## config.mk

```make
export PLATFORM = sky130hd
export DESIGN_NAME = instruction_fetch_unit_flat
export DESIGN_NICKNAME = d
export VERILOG_FILES = /design/src/rtl/instruction_fetch_unit_pkg.sv /design/src/rtl/instruction_fetch_unit_if.sv /design/src/rtl/instruction_fetch_unit_pc_register.sv /design/src/rtl/instruction_fetch_unit.sv /design/src/flat_wrapper.sv
export SDC_FILE = /design/constraint.sdc
export NUM_CORES = 1
export LEC_CHECK = 0
export ABC_CLOCK_PERIOD_IN_PS = 3200
export BUFFER_PORTS_ARGS = -buffer_cell sky130_fd_sc_hd__buf_4
export CELL_PAD_IN_SITES_DETAIL_PLACEMENT = 1
export CELL_PAD_IN_SITES_GLOBAL_PLACEMENT = 1
export CORE_MARGIN = 1.5
export CORE_UTILIZATION = 36
export CTS_CLUSTER_SIZE = 40
export DETAILED_ROUTE_END_ITERATION = 10
export PLACE_DENSITY = 0.83
export SETUP_SLACK_MARGIN = 0.05
export SKIP_CTS_REPAIR_TIMING = 1
export SYNTH_ARGS = -nofsm -noshare
export SYNTH_HDL_FRONTEND = slang
export SYNTH_HIERARCHICAL = 1
export SYNTH_SLANG_ARGS = --single-unit
```

## constraint.sdc

```tcl
create_clock -name clk -period 3.2 [get_ports clk]
set_input_delay 0.32 -clock clk [delete_from_list [all_inputs] [get_ports clk]]
set_output_delay 0.32 -clock clk [all_outputs]
set_load 0.02 [all_outputs]
```

## src/rtl/instruction_fetch_unit_pkg.sv

```systemverilog
`default_nettype none
// +--------------------------------------------------------------------------+
// | fetch_pkg: shared types and constants for the instruction fetch stage    |
// | Revision: 1.0                                                            |
// +--------------------------------------------------------------------------+
package fetch_pkg;

  typedef enum logic [1:0] {
    IDLE  = 2'd0,
    FETCH = 2'd1,
    HALT  = 2'd2
  } fetch_state_t;

  typedef enum logic [1:0] {
    PC_HOLD     = 2'd0,
    PC_INC      = 2'd1,
    PC_REDIRECT = 2'd2
  } pc_sel_t;

  localparam int unsigned INST_BYTES = 4;
  localparam logic [31:0] NOP_INSN   = 32'h0000_0013;

  function automatic logic is_misaligned(input logic [1:0] addr_lsbs);
    return addr_lsbs != 2'b00;
  endfunction

endpackage
`default_nettype wire

```

## src/rtl/instruction_fetch_unit_if.sv

```systemverilog
`default_nettype none
// +--------------------------------------------------------------------------+
// | instruction_fetch_unit_if: memory, decode and redirect signals of fetch  |
// | Revision: 1.0                                                            |
// +--------------------------------------------------------------------------+
interface instruction_fetch_unit_if;
  logic [31:0] imem_address;
  logic [31:0] machine_code;
  logic [31:0] inst_out;
  logic [31:0] pc_out;
  logic [31:0] pc_plus4_out;
  logic        inst_valid;
  logic        inst_ready;
  logic        redirect_valid;
  logic [31:0] redirect_target;

  modport master (
    output imem_address,
    output inst_out,
    output pc_out,
    output pc_plus4_out,
    output inst_valid,
    input  machine_code,
    input  inst_ready,
    input  redirect_valid,
    input  redirect_target
  );

  modport slave (
    input  imem_address,
    input  inst_out,
    input  pc_out,
    input  pc_plus4_out,
    input  inst_valid,
    output machine_code,
    output inst_ready,
    output redirect_valid,
    output redirect_target
  );
endinterface
`default_nettype wire

```

## src/rtl/instruction_fetch_unit_pc_register.sv

```systemverilog
`default_nettype none
// +--------------------------------------------------------------------------+
// | pc_register: program counter with hold / +4 / redirect next-PC select    |
// | Revision: 1.0                                                            |
// +--------------------------------------------------------------------------+
module pc_register
  import fetch_pkg::*;
#(
  parameter logic [31:0] RESET_PC = 32'h0000_0000
) (
  input  logic        clk,
  input  logic        rst_n,
  input  pc_sel_t     pc_sel,
  input  logic [31:0] redirect_target,
  output logic [31:0] pc_q,
  output logic        target_misaligned
);

  logic [31:0] pc_d;

  assign target_misaligned = is_misaligned(redirect_target[1:0]);

  always_comb begin
    pc_d = pc_q;
    case (pc_sel)
      PC_INC:      pc_d = pc_q + 32'(INST_BYTES);
      PC_REDIRECT: pc_d = redirect_target;
      default:     pc_d = pc_q;
    endcase
  end

  always_ff @(posedge clk or negedge rst_n) begin
    if (!rst_n) begin
      pc_q <= RESET_PC;
    end else begin
      pc_q <= pc_d;
    end
  end

endmodule
`default_nettype wire

```

## src/rtl/instruction_fetch_unit.sv

```systemverilog
`default_nettype none
// +--------------------------------------------------------------------------+
// | instruction_fetch_unit: PC + one-entry fetch register with valid/ready  |
// | Revision: 1.0                                                            |
// +--------------------------------------------------------------------------+
module instruction_fetch_unit
  import fetch_pkg::*;
#(
  parameter logic [31:0] RESET_PC   = 32'h0000_0000,
  parameter int unsigned IMEM_DEPTH = 32
) (
  input  logic                      clk,
  input  logic                      rst_n,
  input  logic                      start,
  instruction_fetch_unit_if.master  bus,
  output logic                      fault,
  output logic [31:0]               fault_pc,
  output logic [31:0]               fetch_count
);

  localparam logic [31:0] PC_LIMIT = 32'(IMEM_DEPTH * INST_BYTES);

  fetch_state_t state_q, state_d;
  pc_sel_t      pc_sel;
  logic [31:0]  pc_q;
  logic         target_misaligned;

  logic [31:0]  inst_q, inst_d;
  logic [31:0]  pc_out_q, pc_out_d;
  logic         valid_q, valid_d;
  logic         fault_q, fault_d;
  logic [31:0]  fault_pc_q, fault_pc_d;
  logic [31:0]  count_q, count_d;
  logic         handshake;

  pc_register #(
    .RESET_PC (RESET_PC)
  ) u_pc_register (
    .clk               (clk),
    .rst_n             (rst_n),
    .pc_sel            (pc_sel),
    .redirect_target   (bus.redirect_target),
    .pc_q              (pc_q),
    .target_misaligned (target_misaligned)
  );

  assign handshake = valid_q & bus.inst_ready;

  always_comb begin
    state_d    = state_q;
    pc_sel     = PC_HOLD;
    inst_d     = inst_q;
    pc_out_d   = pc_out_q;
    valid_d    = valid_q;
    fault_d    = fault_q;
    fault_pc_d = fault_pc_q;
    // A handshake completing alongside a redirect or halt still counts.
    count_d    = count_q + 32'(handshake);

    case (state_q)
      IDLE: begin
        if (start) begin
          state_d = FETCH;
        end
      end

      FETCH: begin
        if (bus.redirect_valid) begin
          valid_d = 1'b0;
          inst_d  = NOP_INSN;
          if (target_misaligned) begin
            state_d    = HALT;
            fault_d    = 1'b1;
            fault_pc_d = bus.redirect_target;
          end else begin
            pc_sel = PC_REDIRECT;
          end
        end else if (pc_q >= PC_LIMIT) begin
          state_d    = HALT;
          fault_d    = 1'b1;
          fault_pc_d = pc_q;
          valid_d    = 1'b0;
          inst_d     = NOP_INSN;
        end else if (!valid_q || handshake) begin
          inst_d   = bus.machine_code;
          pc_out_d = pc_q;
          valid_d  = 1'b1;
          pc_sel   = PC_INC;
        end
      end

      HALT: begin
        valid_d = 1'b0;
      end

      default: begin
        state_d = IDLE;
      end
    endcase
  end

  always_ff @(posedge clk or negedge rst_n) begin
    if (!rst_n) begin
      state_q    <= IDLE;
      inst_q     <= 32'h0;
      pc_out_q   <= 32'h0;
      valid_q    <= 1'b0;
      fault_q    <= 1'b0;
      fault_pc_q <= 32'h0;
      count_q    <= 32'h0;
    end else begin
      state_q    <= state_d;
      inst_q     <= inst_d;
      pc_out_q   <= pc_out_d;
      valid_q    <= valid_d;
      fault_q    <= fault_d;
      fault_pc_q <= fault_pc_d;
      count_q    <= count_d;
    end
  end

  assign bus.imem_address = pc_q;
  assign bus.inst_out     = inst_q;
  assign bus.pc_out       = pc_out_q;
  assign bus.pc_plus4_out = pc_out_q + 32'(INST_BYTES);
  assign bus.inst_valid   = valid_q;
  assign fault            = fault_q;
  assign fault_pc         = fault_pc_q;
  assign fetch_count      = count_q;

endmodule
`default_nettype wire

```

## src/flat_wrapper.sv

```systemverilog
// flat-port wrapper written by rule: the top's interface ports become plain ports
module instruction_fetch_unit_flat import fetch_pkg::*;
#(
  parameter logic [31:0] RESET_PC   = 32'h0000_0000,
  parameter int unsigned IMEM_DEPTH = 32
)
  (clk, rst_n, start, fault, fault_pc, fetch_count, bus_imem_address, bus_inst_out, bus_pc_out, bus_pc_plus4_out, bus_inst_valid, bus_machine_code, bus_inst_ready, bus_redirect_valid, bus_redirect_target);
  instruction_fetch_unit_if bus_i ();
  input  logic clk;
  input  logic rst_n;
  input  logic start;
  output logic fault;
  output logic [31:0] fault_pc;
  output logic [31:0] fetch_count;
  output wire logic [$bits(bus_i.imem_address)-1:0] bus_imem_address;
  output wire logic [$bits(bus_i.inst_out)-1:0] bus_inst_out;
  output wire logic [$bits(bus_i.pc_out)-1:0] bus_pc_out;
  output wire logic [$bits(bus_i.pc_plus4_out)-1:0] bus_pc_plus4_out;
  output wire logic [$bits(bus_i.inst_valid)-1:0] bus_inst_valid;
  input wire logic [$bits(bus_i.machine_code)-1:0] bus_machine_code;
  input wire logic [$bits(bus_i.inst_ready)-1:0] bus_inst_ready;
  input wire logic [$bits(bus_i.redirect_valid)-1:0] bus_redirect_valid;
  input wire logic [$bits(bus_i.redirect_target)-1:0] bus_redirect_target;
  assign bus_imem_address = bus_i.imem_address;
  assign bus_inst_out = bus_i.inst_out;
  assign bus_pc_out = bus_i.pc_out;
  assign bus_pc_plus4_out = bus_i.pc_plus4_out;
  assign bus_inst_valid = bus_i.inst_valid;
  assign bus_i.machine_code = bus_machine_code;
  assign bus_i.inst_ready = bus_inst_ready;
  assign bus_i.redirect_valid = bus_redirect_valid;
  assign bus_i.redirect_target = bus_redirect_target;
  instruction_fetch_unit #(.RESET_PC(RESET_PC), .IMEM_DEPTH(IMEM_DEPTH)) u_core (.clk(clk), .rst_n(rst_n), .start(start), .bus(bus_i), .fault(fault), .fault_pc(fault_pc), .fetch_count(fetch_count));
endmodule
```

==> impl_summary.md <==
Run status
The flow ran to the end, but the final reports show violations. The final reports fail on negative hold slack.

Global routing
The via count of the first global-routing pass is 7546. The total overflow left after global routing is 0. The total routing resource utilization after global routing is 22.4%. The first global-routing pass estimated 42500 microns of wire. The pin count of the biggest net entering global routing is 93. The initial antenna violation count was 0.

Worst setup path
The signal on the critical path passes through nor4_2 -> nand3_1 -> nor3_4 -> inv_1 -> ha_4 -> buf_4 -> clkinvlp_4 -> buf_4 -> nand2b_1 -> o311a_1. In this design, the stage delay of the slowest critical-path cell is 0.46 ns. The critical path is of the register to register type. In this run the critical register-to-register path is captured at u_core/u_pc_register/pc_q[20]$_DFFE_PN0P_.

STA classifies the critical path startpoint as a register. At the worst endpoint, the required time is 3.50 ns. The number of cells on the worst reg-to-reg path is 10. The maximum fanout along the worst path is 33. The reg-to-reg setup timing slack is about 0.31 ns. The most frequent cell on the critical path is sky130_fd_sc_hd__buf_4. Data on the critical path arrives at its endpoint at 3.19 ns.

The worst register-to-register path begins at u_core/u_pc_register/pc_q[12]$_DFFE_PN0P_. The cell with the biggest individual delay on the critical path is sky130_fd_sc_hd__dfrtp_2. The endpoint class of the critical path is a register.

STA
Across the routed clock network, the largest skew measured is 0.0151 ns. Setup repair after global routing left no endpoint under its margin. The total count of max-transition violations in the final report is 0.

For the pin with the worst max-slew slack, the measured transition is 0.898 ns. The number of hold-slack violations in the final timing report is 7. The setup total negative slack is 0 ns.

Final hold analysis gives a worst-case slack of -0.00718 ns. The maximum operating frequency is 346 MHz. Setup violations remaining at the end of the flow were counted as 0. The relative slew slack is 40.1%.

In the finished design, the share of the clock period the worst path needs comes to around 90%. Counting I/O delays and the setup requirement, the final critical path takes 2.89 ns.

Worst hold path
The tightest min-delay check is of the primary input to asynchronous set/reset pin type.

CTS
At the later pin of the worst-skew pair, clock insertion delay measures roughly 0.42 ns. The clock passes through at most 2 buffers. TritonCTS built the clock tree. After clock tree synthesis, the clock-pin slew on the worst setup and hold paths is 0.07 ns. The clock net in this run drives a total of 164 sinks. CTS placed an instance of sky130_fd_sc_hd__clkbuf_16 at the clock tree root. The number of levels in the clock H-tree is 4.

In this run, CTS created clock tree buffers numbering 17.

Floorplanning
The die covers 24200 sq um. The placeable core area is 22800 sq um. about 260 I/O pins were placed. After floorplanning, the core was divided into 55 placement rows. The horizontal die dimension is 156 microns. Measured along the y axis, the die boundary spans between 150 and 200 microns. The initial utilization of the core area, before any placement, comes to about 37%.

Final layout
The final standard cell utilization of the core is 49.9%. The post-layout net count is 1080. 0 antenna diodes ended up in the layout. Cells with a size suffix above 1 make up 43.2% of the layout. Compared with the post-synthesis result, the final layout area differs by 35.3%.

Power
The worst-case IR drop observed on VDD is 0.326 mV. In this run the static leakage power is 5.39 nW. The power density over cell area is 586 nW/um^2.

Detailed routing
The routed via count is 7135. The first-iteration detailed-routing DRC count is 290. The total length of routed wires is 27000 microns. The mean number of vias per cell is 5.37. Dividing the detail-routed wire length by the instance count gives 20.3 microns. The final antenna-violating net count is 0. The number of remaining DRC errors is 0.

Before antenna repair, the detailed router went through 4 iterations.

Place
The count of buffers inserted at the top-level ports is 262. The wire-length estimate of the detail-placed layout is 19100 microns. Routability-driven placement finished with a final weighted congestion of roughly 0.84.

Yosys
The Yosys step of the flow raised 6 warnings. Counting flops with a built-in enable in the synthesized netlist gives 0. When the netlist entered floorplanning its net count stood at 818.

The synthesized netlist contains 61 unique library cells. The synthesized instance count is 741. For this run, the register share of the synthesized area comes to 48.9%. The dominant synthesized flop cell is sky130_fd_sc_hd__dfrtp_1.

The combined area of all synthesized cells is 8390 sq um. The average footprint of a synthesized cell is 11.3 sq um. The number of storage elements in the synthesis netlist is 164. After synthesis, the share of flip-flops with an asynchronous set or reset is 100%.

Job
The reported max-cap violation count is 0.
## placed cells by master (no fill, tap or decap), types with 5 or more instances in the layout
| cell type | n |
|---|---|
| sky130_fd_sc_hd__nor3_2 | 6 |
| sky130_fd_sc_hd__inv_1 | 21 |
| sky130_fd_sc_hd__nor3_1 | 15 |
| sky130_fd_sc_hd__nand2_1 | 31 |
| sky130_fd_sc_hd__nor2_1 | 30 |
| sky130_fd_sc_hd__nor2b_1 | 28 |
| sky130_fd_sc_hd__mux2_4 | 29 |
| sky130_fd_sc_hd__mux2i_1 | 5 |
| sky130_fd_sc_hd__xnor2_1 | 33 |
| sky130_fd_sc_hd__buf_4 | 284 |
| sky130_fd_sc_hd__xor2_1 | 25 |
| sky130_fd_sc_hd__nand4_1 | 27 |
| sky130_fd_sc_hd__nor4_1 | 12 |
| sky130_fd_sc_hd__nor4_2 | 5 |
| sky130_fd_sc_hd__a22oi_1 | 13 |
| sky130_fd_sc_hd__inv_6 | 5 |
| sky130_fd_sc_hd__a22o_1 | 30 |
| sky130_fd_sc_hd__or3_1 | 5 |
| sky130_fd_sc_hd__mux2_2 | 48 |
| sky130_fd_sc_hd__clkbuf_16 | 17 |
| sky130_fd_sc_hd__or4_1 | 6 |
| sky130_fd_sc_hd__and4_1 | 17 |
| sky130_fd_sc_hd__o21ai_0 | 24 |
| sky130_fd_sc_hd__a21oi_1 | 13 |
| sky130_fd_sc_hd__ha_1 | 7 |
| sky130_fd_sc_hd__nand3_1 | 39 |
| sky130_fd_sc_hd__dfrtp_2 | 17 |
| sky130_fd_sc_hd__and3_1 | 7 |
| sky130_fd_sc_hd__dfrtp_1 | 147 |
## stage by stage
step	instance area (sq um)	power (mW)	hold slack [ns]	cells	setup slack, ns
after floorplan	8450	3.77	0.0244	741	0.0718
after global placement	10800	4.47	0.452	1297	0.255
after detailed placement	10800	4.55	0.457	1297	0.126
after CTS	11400	6.72	0.0301	1329	0.113
after global routing	11400	6.94	0.0583	1329	0.162
final	11400	6.65	-0.00718	1329	0.307
## how the worst max path moves through the flow
stage,slack [ns],depth (start not counted),to,startpoint
2_1_floorplan,0.07,13,u_core/u_pc_register/pc_q[24]$_DFFE_PN0P_,u_core/u_pc_register/pc_q[11]$_DFFE_PN0P_
5_1_grt,0.16,9,u_core/u_pc_register/pc_q[24]$_DFFE_PN0P_,u_core/u_pc_register/pc_q[25]$_DFFE_PN0P_
4_1_cts,0.11,10,u_core/u_pc_register/pc_q[25]$_DFFE_PN0P_,u_core/u_pc_register/pc_q[12]$_DFFE_PN0P_
3_3_place_gp,0.25,10,u_core/u_pc_register/pc_q[25]$_DFFE_PN0P_,u_core/u_pc_register/pc_q[12]$_DFFE_PN0P_
6_report,0.31,10,u_core/u_pc_register/pc_q[20]$_DFFE_PN0P_,u_core/u_pc_register/pc_q[12]$_DFFE_PN0P_
3_5_place_dp,0.13,10,u_core/u_pc_register/pc_q[25]$_DFFE_PN0P_,u_core/u_pc_register/pc_q[9]$_DFFE_PN0P_
## worst max-delay path, delay by kind of cell, from the launching register on
kind | cells | cell delay (ns)
and+or+nand+nor | 4 | 0.94
buffers and inverters | 4 | 0.82
DFF | 1 | 0.46
AOI/OAI and AO/OA | 1 | 0.33
adders and majority gates | 1 | 0.19
## routing by layer
metal	global-route usage (%)	routed length (microns)
met4	7.26	577
met3	4.83	1580
met5	0	0
met2	38.4	13600
met1	28.0	11300
## cells in the mapped netlist, types with 3 or more instances
cell	instances	area share (%)
sky130_fd_sc_hd__nor3_2	6	0.72
sky130_fd_sc_hd__or4_1	6	0.54
sky130_fd_sc_hd__nand3_1	39	2.3
sky130_fd_sc_hd__nor4_1	12	0.89
sky130_fd_sc_hd__mux2i_1	5	0.60
sky130_fd_sc_hd__buf_1	3	0.13
sky130_fd_sc_hd__o211ai_1	4	0.36
sky130_fd_sc_hd__o22a_1	3	0.31
sky130_fd_sc_hd__buf_2	10	0.60
sky130_fd_sc_hd__nor2_1	30	1.3
sky130_fd_sc_hd__nand4_1	27	2.0
sky130_fd_sc_hd__clkbuf_1	17	0.76
sky130_fd_sc_hd__xor2_1	25	2.6
sky130_fd_sc_hd__mux2_4	29	5.2
sky130_fd_sc_hd__buf_6	6	0.81
sky130_fd_sc_hd__a22oi_1	13	1.2
sky130_fd_sc_hd__inv_1	22	0.98
sky130_fd_sc_hd__nor3_1	16	0.95
sky130_fd_sc_hd__a31oi_1	3	0.22
sky130_fd_sc_hd__buf_4	7	0.63
sky130_fd_sc_hd__nor2b_1	29	2.2
sky130_fd_sc_hd__nand2_1	31	1.4
sky130_fd_sc_hd__or3_1	5	0.37
sky130_fd_sc_hd__o21ai_0	24	1.4
sky130_fd_sc_hd__and3_1	7	0.52
sky130_fd_sc_hd__and2_1	4	0.30
sky130_fd_sc_hd__ha_1	8	1.2
sky130_fd_sc_hd__a311o_1	4	0.48
sky130_fd_sc_hd__a22o_1	30	3.1
sky130_fd_sc_hd__a21oi_1	13	0.78
sky130_fd_sc_hd__dfrtp_1	164	49
sky130_fd_sc_hd__o311a_1	4	0.48
sky130_fd_sc_hd__and4_1	17	1.8
sky130_fd_sc_hd__mux2_2	48	6.4
sky130_fd_sc_hd__xnor2_1	33	3.4
sky130_fd_sc_hd__nor4_2	5	0.75
sky130_fd_sc_hd__nand2b_1	3	0.22
## registers in the layout (all words and copies together) (netlist names)
name                       flops
u_core/bus.pc_out             32
u_core/u_pc_register/pc_q     32
u_core/state_q                 2
u_core/fetch_count            32
u_core/bus.inst_out           32
u_core/fault_pc               32
u_core/bus.inst_valid          1
u_core/fault                   1
## cell type report
type,count,area [sq um]
multi-input cells,512,4000
clock inverters,14,165
fillers,2461,11400
flip-flops and latches,164,4130
clock buffers,18,429
repair buffers,286,2160
well taps,313,392
inverters,22,86.3
## cell families after synthesis
| logic type | Yosys count | share of synthesized area (%) |
|---|---|---|
| adder cells (fa/ha/maj) | 8 | 1.19 |
| AND/OR/NAND/NOR | 250 | 17.7 |
| flip-flops | 164 | 48.9 |
| AO/OA/AOI/OAI | 114 | 10.0 |
| multiplexers | 82 | 12.2 |
| buffers and inverters | 65 | 3.91 |
| XOR/XNOR | 58 | 6.05 |
## power breakdown
group          internal (mW)  total [mW]  leakage, nW  switching [mW]
Combinational          0.943        1.93         3.00           0.984
Clock                   1.18        2.11        0.290           0.934
Sequential              2.34        2.61         2.10           0.269
Total                   4.46        6.65         5.39            2.19
(Power assumes the default switching activity.)
